**src/rtl/aes_block_seq_pkg.sv**
```systemverilog
// Shared definitions for the AES block sequencer: sequencer states, block geometry
// constants and the byte-swap helper between SRAM word order and AES byte order.
package aes_pkg;

  localparam int unsigned WORDS_PER_BLK = 4;
  localparam int unsigned BLK_CNT_W     = 12;

  typedef enum logic [2:0] {
    ST_IDLE,
    ST_READ,
    ST_LAST,
    ST_LAUNCH,
    ST_WAIT,
    ST_WRITE,
    ST_DONE
  } state_e;

  function automatic logic [31:0] bswap(input logic [31:0] w);
    return {w[7:0], w[15:8], w[23:16], w[31:24]};
  endfunction

endpackage

```
**src/rtl/aes_block_seq_if.sv**
```systemverilog
// Bundle of control, SRAM and AesCore signals seen by the block sequencer.
// master = sequencer side, slave = environment (APB regs, SRAM, AesCore).
interface aes_block_seq_if #(
  parameter int unsigned AW = 9
);
  logic          iStart;
  logic [15:0]   iByteLen;
  logic [AW-1:0] iSrcBase;
  logic [AW-1:0] iDstBase;
  logic          oRdEn;
  logic [AW-1:0] oRdAddr;
  logic [31:0]   iRdData;
  logic          oStAes;
  logic [127:0]  oPlainText;
  logic          iAesDone;
  logic [127:0]  iCpText;
  logic          oWrEn;
  logic [AW-1:0] oWrAddr;
  logic [31:0]   oWrData;
  logic          oBusy;
  logic          oDone;
  logic [11:0]   oBlkCnt;

  modport master (
    input  iStart, iByteLen, iSrcBase, iDstBase, iRdData, iAesDone, iCpText,
    output oRdEn, oRdAddr, oStAes, oPlainText, oWrEn, oWrAddr, oWrData,
           oBusy, oDone, oBlkCnt
  );

  modport slave (
    output iStart, iByteLen, iSrcBase, iDstBase, iRdData, iAesDone, iCpText,
    input  oRdEn, oRdAddr, oStAes, oPlainText, oWrEn, oWrAddr, oWrData,
           oBusy, oDone, oBlkCnt
  );
endinterface

```
**src/rtl/aes_block_seq.sv**
```systemverilog
// Streams 16-byte blocks from SRAM through AesCore and back, byte-swapping words
// between SRAM order and AES order on the way in and out.
module aes_block_seq
  import aes_pkg::*;
#(
  parameter int unsigned AW = 9
) (
  input  logic            iClk,
  input  logic            iRst,
  aes_block_seq_if.master bus
);

  state_e                 state_q, state_d;
  logic [1:0]             idx_q, idx_d;
  logic [BLK_CNT_W-1:0]   rem_q, rem_d;
  logic [BLK_CNT_W-1:0]   blk_cnt_q, blk_cnt_d;
  logic [AW-1:0]          src_q, src_d;
  logic [AW-1:0]          dst_q, dst_d;
  logic [127:0]           pt_q, pt_d;
  logic [127:0]           ct_q, ct_d;
  logic [31:0]            ct_word;
  logic                   unused_len_low;

  assign unused_len_low = ^bus.iByteLen[3:0];

  always_ff @(posedge iClk) begin
    if (iRst) begin
      state_q   <= ST_IDLE;
      idx_q     <= '0;
      rem_q     <= '0;
      blk_cnt_q <= '0;
      src_q     <= '0;
      dst_q     <= '0;
      pt_q      <= '0;
      ct_q      <= '0;
    end else begin
      state_q   <= state_d;
      idx_q     <= idx_d;
      rem_q     <= rem_d;
      blk_cnt_q <= blk_cnt_d;
      src_q     <= src_d;
      dst_q     <= dst_d;
      pt_q      <= pt_d;
      ct_q      <= ct_d;
    end
  end

  always_comb begin
    ct_word = ct_q[127:96];
    case (idx_q)
      2'd0:    ct_word = ct_q[127:96];
      2'd1:    ct_word = ct_q[95:64];
      2'd2:    ct_word = ct_q[63:32];
      default: ct_word = ct_q[31:0];
    endcase
  end

  always_comb begin
    state_d   = state_q;
    idx_d     = idx_q;
    rem_d     = rem_q;
    blk_cnt_d = blk_cnt_q;
    src_d     = src_q;
    dst_d     = dst_q;
    pt_d      = pt_q;
    ct_d      = ct_q;
    bus.oRdEn   = 1'b0;
    bus.oRdAddr = '0;
    bus.oStAes  = 1'b0;
    bus.oWrEn   = 1'b0;
    bus.oWrAddr = '0;
    bus.oWrData = '0;
    bus.oDone   = 1'b0;

    case (state_q)
      ST_IDLE: begin
        if (bus.iStart) begin
          rem_d     = bus.iByteLen[15:4];
          src_d     = bus.iSrcBase;
          dst_d     = bus.iDstBase;
          blk_cnt_d = '0;
          idx_d     = '0;
          state_d   = (bus.iByteLen[15:4] != '0) ? ST_READ : ST_DONE;
        end
      end
      ST_READ: begin
        bus.oRdEn   = 1'b1;
        bus.oRdAddr = src_q + AW'(idx_q);
        // Read data lags the strobe by one cycle, so the first READ cycle has nothing to shift in.
        if (idx_q != 2'd0) pt_d = {pt_q[95:0], bswap(bus.iRdData)};
        idx_d = idx_q + 2'd1;
        if (idx_q == 2'd3) state_d = ST_LAST;
      end
      ST_LAST: begin
        pt_d    = {pt_q[95:0], bswap(bus.iRdData)};
        state_d = ST_LAUNCH;
      end
      ST_LAUNCH: begin
        bus.oStAes = 1'b1;
        state_d    = ST_WAIT;
      end
      ST_WAIT: begin
        if (bus.iAesDone) begin
          ct_d    = bus.iCpText;
          idx_d   = '0;
          state_d = ST_WRITE;
        end
      end
      ST_WRITE: begin
        bus.oWrEn   = 1'b1;
        bus.oWrAddr = dst_q + AW'(idx_q);
        bus.oWrData = bswap(ct_word);
        idx_d       = idx_q + 2'd1;
        if (idx_q == 2'd3) begin
          blk_cnt_d = blk_cnt_q + 1'b1;
          rem_d     = rem_q - 1'b1;
          if (rem_q != BLK_CNT_W'(1)) begin
            src_d   = src_q + AW'(WORDS_PER_BLK);
            dst_d   = dst_q + AW'(WORDS_PER_BLK);
            state_d = ST_READ;
          end else begin
            state_d = ST_DONE;
          end
        end
      end
      ST_DONE: begin
        bus.oDone = 1'b1;
        state_d   = ST_IDLE;
      end
      default: state_d = ST_IDLE;
    endcase
  end

  assign bus.oBusy      = (state_q != ST_IDLE);
  assign bus.oPlainText = pt_q;
  assign bus.oBlkCnt    = blk_cnt_q;

endmodule

```
**src/flat_wrapper.sv**
```systemverilog
// flat-port wrapper written by rule: the top's interface ports become plain ports
module aes_block_seq_flat import aes_pkg::*;
#(
  parameter int unsigned AW = 9
)
  (iClk, iRst, bus_iStart, bus_iByteLen, bus_iSrcBase, bus_iDstBase, bus_iRdData, bus_iAesDone, bus_iCpText, bus_oRdEn, bus_oRdAddr, bus_oStAes, bus_oPlainText, bus_oWrEn, bus_oWrAddr, bus_oWrData, bus_oBusy, bus_oDone, bus_oBlkCnt);
  aes_block_seq_if #(.AW(AW)) bus_i ();
  input  logic iClk;
  input  logic iRst;
  input wire logic [$bits(bus_i.iStart)-1:0] bus_iStart;
  input wire logic [$bits(bus_i.iByteLen)-1:0] bus_iByteLen;
  input wire logic [$bits(bus_i.iSrcBase)-1:0] bus_iSrcBase;
  input wire logic [$bits(bus_i.iDstBase)-1:0] bus_iDstBase;
  input wire logic [$bits(bus_i.iRdData)-1:0] bus_iRdData;
  input wire logic [$bits(bus_i.iAesDone)-1:0] bus_iAesDone;
  input wire logic [$bits(bus_i.iCpText)-1:0] bus_iCpText;
  output wire logic [$bits(bus_i.oRdEn)-1:0] bus_oRdEn;
  output wire logic [$bits(bus_i.oRdAddr)-1:0] bus_oRdAddr;
  output wire logic [$bits(bus_i.oStAes)-1:0] bus_oStAes;
  output wire logic [$bits(bus_i.oPlainText)-1:0] bus_oPlainText;
  output wire logic [$bits(bus_i.oWrEn)-1:0] bus_oWrEn;
  output wire logic [$bits(bus_i.oWrAddr)-1:0] bus_oWrAddr;
  output wire logic [$bits(bus_i.oWrData)-1:0] bus_oWrData;
  output wire logic [$bits(bus_i.oBusy)-1:0] bus_oBusy;
  output wire logic [$bits(bus_i.oDone)-1:0] bus_oDone;
  output wire logic [$bits(bus_i.oBlkCnt)-1:0] bus_oBlkCnt;
  assign bus_i.iStart = bus_iStart;
  assign bus_i.iByteLen = bus_iByteLen;
  assign bus_i.iSrcBase = bus_iSrcBase;
  assign bus_i.iDstBase = bus_iDstBase;
  assign bus_i.iRdData = bus_iRdData;
  assign bus_i.iAesDone = bus_iAesDone;
  assign bus_i.iCpText = bus_iCpText;
  assign bus_oRdEn = bus_i.oRdEn;
  assign bus_oRdAddr = bus_i.oRdAddr;
  assign bus_oStAes = bus_i.oStAes;
  assign bus_oPlainText = bus_i.oPlainText;
  assign bus_oWrEn = bus_i.oWrEn;
  assign bus_oWrAddr = bus_i.oWrAddr;
  assign bus_oWrData = bus_i.oWrData;
  assign bus_oBusy = bus_i.oBusy;
  assign bus_oDone = bus_i.oDone;
  assign bus_oBlkCnt = bus_i.oBlkCnt;
  aes_block_seq #(.AW(AW)) u_core (.iClk(iClk), .iRst(iRst), .bus(bus_i));
endmodule
```
**config.mk**
```make
export PLATFORM = sky130hd
export DESIGN_NAME = aes_block_seq_flat
export DESIGN_NICKNAME = d
export VERILOG_FILES = /design/src/rtl/aes_block_seq_pkg.sv /design/src/rtl/aes_block_seq_if.sv /design/src/rtl/aes_block_seq.sv /design/src/flat_wrapper.sv
export SDC_FILE = /design/constraint.sdc
export NUM_CORES = 1
export LEC_CHECK = 0
export ABC_AREA = 1
export BUFFER_PORTS_ARGS = -buffer_cell sky130_fd_sc_hd__buf_2
export CAP_MARGIN = 20
export CELL_PAD_IN_SITES_DETAIL_PLACEMENT = 1
export CELL_PAD_IN_SITES_GLOBAL_PLACEMENT = 1
export CORE_ASPECT_RATIO = 1.75
export CORE_MARGIN = 2
export CORE_UTILIZATION = 25
export CTS_CLUSTER_DIAMETER = 200
export DETAILED_ROUTE_END_ITERATION = 12
export PLACE_DENSITY = 0.61
export SLEW_MARGIN = 0
export SYNTH_ARGS = -nofsm -noshare
export SYNTH_HDL_FRONTEND = slang
export SYNTH_SLANG_ARGS = --single-unit
```
**constraint.sdc**
```tcl
create_clock -name iClk -period 2.7 [get_ports iClk]
set_clock_uncertainty 0.2 [all_clocks]
set_input_delay 0.54 -clock iClk [delete_from_list [all_inputs] [get_ports iClk]]
set_output_delay 0.54 -clock iClk [all_outputs]
set_load 0.01 [all_outputs]
```
# [Word level (Yosys, flattened, before mapping)]
# Cells that the tools add are included.
[totals] regBits=303 latchBits=0 ramBits=0 romBits=0 inputBits=198 out_inout_bits=195 elab_cells=80 n_memories=0
[op_classes] addsub=7 multipliers=0 div_mod_pow=0 magnitude_cmp=0 n_eq_ne=16 shifts=0 muxes=34 bitwise_logic=0 reduce_logical=15
[ops] cell="$pmux 128 s2" count=1
[ops] cell="$mux 128" count=1
[ops] cell="$pmux 32 s3" count=1
[ops] cell="$mux 9" count=8
[ops] cell="$mux 12" count=4
[ops] cell="$pmux 12 s2" count=2
[ops] cell="$pmux 9 s2" count=2
[ops] cell="$mux 32" count=1
[ops] cell="$add 9x2->9" count=2
[ops] cell="$add 9x3->9 const B" count=2
[ops] cell="$mux 3" count=6
[ops] cell="$pmux 3 s6" count=1
[ops] cell="$add 12x1->12 const B" count=1
[ops] cell="$ne 12x1->1 const B" count=1
[ops] cell="$reduce_bool 12->1" count=1
[ops] cell="$sub 12x1->12 const B" count=1
[ops] cell="$eq 3x3->1 const B" count=3
[ops] cell="$ne 2x1->1 const B" count=4
[ops] cell="$reduce_and 4->1" count=2
[ops] cell="$eq 3x2->1 const B" count=2
[ops] cell="$pmux 2 s3" count=1
[ops] cell="$reduce_and 3->1" count=2
[ops] cell="$reduce_bool 2->1" count=3
[ops] cell="$reduce_bool 3->1" count=2
[ops] cell="other kinds (11)" count=18

# [Logic depth before layout (Yosys ltp)]
[depth] ltp_word=4 ltp_mapped=11

# [Worst setup path before layout]
# OpenSTA, ideal clock, no wires.
[synth_path] path_kind="register -> output" startpoint="register u_core.idx_q[1]" endpoint="output port bus_oWrData[10]" arrival_time_ps=1435 required_time_ps=1960 path_slack_ps=525 path_stages_with_launch=6 path_buffers=2 path_cell_list="dfxtp_1 > ha_1 > clkbuf_1 > clkbuf_1 > a21oi_1 > a31oi_1"
[synth_between] elab_chain_cells=3
[synth_lines] element="start, declared" line_no="aes_block_seq.sv:14" source="logic [1:0] idx_q, idx_d;"
[synth_lines] element="start signal, assigned" line_no="aes_block_seq.sv:38" source="idx_q <= idx_d;"
[synth_lines] element="$eq 2x2->1 (tied with other cells)" line_no="aes_block_seq.sv:50" source="case (idx_q)"
[synth_lines] element="$pmux 32 s3 (*)" line_no="aes_block_seq.sv:50"
[synth_lines] element="$mux 32 (*)" line_no="aes_block_seq.sv:75" source="case (state_q)"
[synth_lines] element="end, declared" line_no="flat_wrapper.sv:23" source="output wire logic [$bits(bus_i.oWrData)-1:0] bus_oWrData;"
# Every way passes the cells marked *; elsewhere a longest branch is shown, timed or not.

# [Final worst setup path]
[layout_path] startpoint="register u_core.idx_q[0]" endpoint="output port bus_oWrAddr[8]"
[layout_between] elab_chain_cells=2
[layout_lines] element="$add 9x2->9" line_no="aes_block_seq.sv:111" source="bus.oWrAddr = dst_q + AW'(idx_q);"
[layout_lines] element="$mux 9" line_no="aes_block_seq.sv:75"
[layout_lines] element="end, declared" line_no="flat_wrapper.sv:22" source="output wire logic [$bits(bus_i.oWrAddr)-1:0] bus_oWrAddr;"
# No other way between the ends.

==> flow_summary.ini <==
[outcome]
status = complete, but fails checks
violations = setup timing

[grt]
grt-ovfl-total = 0
grt_start_max_net_pins = 153
grt_usage = 0.1935
grt_pass1_wl_mm = 82.71
antenna_found_initial = 9
grt_pass1_vias = 14540

[critical_path]
required_ps = 1960
cpMaxStageDelayCell = dfxtp_4
cp.arrival_ps = 2000
path_max_fanout = 6
path_cells = ha_4 > fa_2 > buf_6 > a31oi_4 > nor3_4 > buf_2
start_kind = register
cp_slowest_stage_delay_ps = 400
crit_path_end_kind = primary output
critPathKind = reg -> out

[clock_network]
cts.sinks = 303
clk_pin_slew_worst_paths_ps = 60
cts_buffer_depth = 3
cts_root_buf = clkbuf_16
cts_max_level = 2
clock_latency_ps = 530
cts_tree = built
postCtsHoldBufs = 0
cts_buffers = 35

[power_and_ir_drop]
leakage_nw = 7.327
p_switching_w = 0.005265
power_w = 0.01414
ir_worst_vdd_v = 0.0004586
p_per_area_mw_per_mm2 = 764.9
combPwrFrac = 0.300
internal_power_w = 0.008878
power_frac_clock = 0.335
swShare = 0.3723
seqPwrFrac = 0.365

[synthesis]
synth.distinct_cells = 26
synth_top_family_by_area = compound AO/OA/AOI/OAI gates
synthAdderAreaFrac = 0.01534
synth.area.top_cells = dfxtp_1 46%, a21oi_1 13%, nand2_1 10%
synth_cells = 1861
yosys_warnings = 0
synth_compound_area_frac = 0.2176
yosys.area_share.simple = 0.2097
yosysTopAreaCellShare = 0.4590
seq_area_frac_synth = 0.4590
synth_top_flop_cell = dfxtp_1
synth.avg_cell_area_sq_um = 7.101
synth-seq-cells = 303
synth_edf_count = 0
synth.most_common_cell = nand2_1
muxShareOfSynthArea = 0
synthArstFlopShare = 0
synth_xor_area_frac = 0.001326
synth_nets = 2074
ys_top_cells_by_count = 351 x nand2_1, 339 x a21oi_1, 303 x dfxtp_1, 193 x o21ai_0, 180 x inv_1
synth_area_sq_mm = 0.01322
yosys.area.top_type = dfxtp_1

[routing]
routed_via_density = 4.794
num_vias = 14060
drtAntennaViolNets = 0
routedWlPerCell_um = 18.85
drt-pass1-iter-count = 6
drt_wl_total_mm = 55.26
drt_iter0_drc = 504
drc_errors = 0

[sta]
holdWs_ps = 67.01
max_slew_margin = 0.4827
fmax_mhz = 365.1
layout_setup_ws_ps = -39.22
tightest_slew_ps = 776.0
tns_ps = -155.9
finalMaxSlewViolations = 0
hold_viol_final = 0
period_minus_slack_ps = 2739
fin_crit_sh = 1.015
rsz0062_at_grt = yes
setup_viol = 7

[floorplanning]
rows = 111
initial_core_util = 0.2524
ioPinCount = 393
die_area_sq_mm = 0.05479
chipWidth_um = 177.8
die_h_um = 308.2
coreArea_sq_mm = 0.05236

[placement]
port_buffers = 388
dpl.hpwl_mm = 37.53
dp_slack_ps = 127.0
place.gp.congestion = 0.8513

[final_layout]
drive_above_1_share = 0.2911
syn_to_final_growth_pct = 39.91
fill_cells = 6456
fin_util = 0.3531
nNetsFinal = 2443

[hold_path]
hold_class = in -> reg

[run]
drv_cap = 0
[placed cells by master (no fill, tap or decap), types with 14 or more instances in the layout]
cell,count
a21oi_1,314
dfxtp_1,295
a21oi_2,21
inv_1,170
buf_6,14
buf_12,30
nand2_1,335
buf_4,35
a31oi_1,19
nand3_1,165
nor2_1,82
o21ai_1,15
o21ai_0,167
buf_2,379
clkbuf_16,37
[critical path: cells and delay by family, from the launching register on]
family,cells,cell delay (ps)
simple gates,1,70
buf+inv,2,300
flops,1,400
compound gates,1,160
fa+ha+maj,2,540
[registers in the layout, indices dropped and copies added (netlist names)]
signal                 count
u_core.state_q             3
u_core.ct_q              128
u_core.bus.oPlainText    128
u_core.rem_q              12
u_core.dst_q               9
u_core.idx_q               2
u_core.bus.oBlkCnt        12
u_core.src_q               9
[area by class of cell]
class / instances / area, sq um / area share
Tap cell: 678 / 848.3 / 0.04588
Antenna cell: 4 / 10.01 / 0.0005414
Inverter: 186 / 713.2 / 0.03857
Multi-Input combinational cell: 1236 / 6540 / 0.3537
Clock buffer: 51 / 1016 / 0.05495
Clock inverter: 6 / 95.09 / 0.005143
Sequential cell: 303 / 6088 / 0.3293
Timing Repair Buffer: 468 / 3178 / 0.1719
[power by group through the flow]
stage	Clock (W)	Combinational (W)	Sequential, W
floorplan	0	0.00241	0.00511
global placement	0	0.00371	0.00516
detailed placement	0	0.00379	0.00517
CTS	0.00490	0.00411	0.00513
global route	0.00507	0.00470	0.00520
finish	0.00474	0.00425	0.00516
[worst paths after layout]
check                                  from                       endpoint  slack, ps  cells after the start
max            u_core.idx_q[0]$_SDFFE_PP0P_                 bus_oWrAddr[8]        -40                      6
min                         bus_iSrcBase[0]   u_core.src_q[0]$_SDFFE_PP0P_         70                      3
max reg2reg  u_core.state_q[1]$_SDFFE_PP0P_   u_core.src_q[5]$_SDFFE_PP0P_        330                     13
min reg2reg   u_core.ct_q[116]$_SDFFE_PP0P_  u_core.ct_q[116]$_SDFFE_PP0P_        240                      2
[through the flow]
stage | cells | cell area (sq um)
2_1_floorplan | 1861 | 13220
3_3_place_gp | 2831 | 16000
3_5_place_dp | 2831 | 16000
4_1_cts | 2912 | 17850
5_1_grt | 2932 | 18490
6_report | 2932 | 18490
[logic make-up after synthesis]
group | Yosys count
flip-flops | 303
adder cells (fa/ha/maj) | 15
buffers and inverters | 322
AND/OR/NAND/NOR | 653
XOR/XNOR | 2
AO/OA/AOI/OAI | 566
[timing repair]
action / CTS / global route
buffers inserted: 15 / 19
gates resized for setup: 98 / 119
endpoints found under the setup margin: 50 / 46
endpoints found under the hold margin: 0 / 0
pin swaps: 21 / 22
gates cloned: 9 / 2
[layer usage]
metal  GRT usage  part of all wire
met1      0.2082              0.38
met2      0.3611              0.53
met3     0.04204             0.053
met4     0.07644             0.036
met5           0           0.00089
No activity file was read; power rests on OpenSTA's default activity.
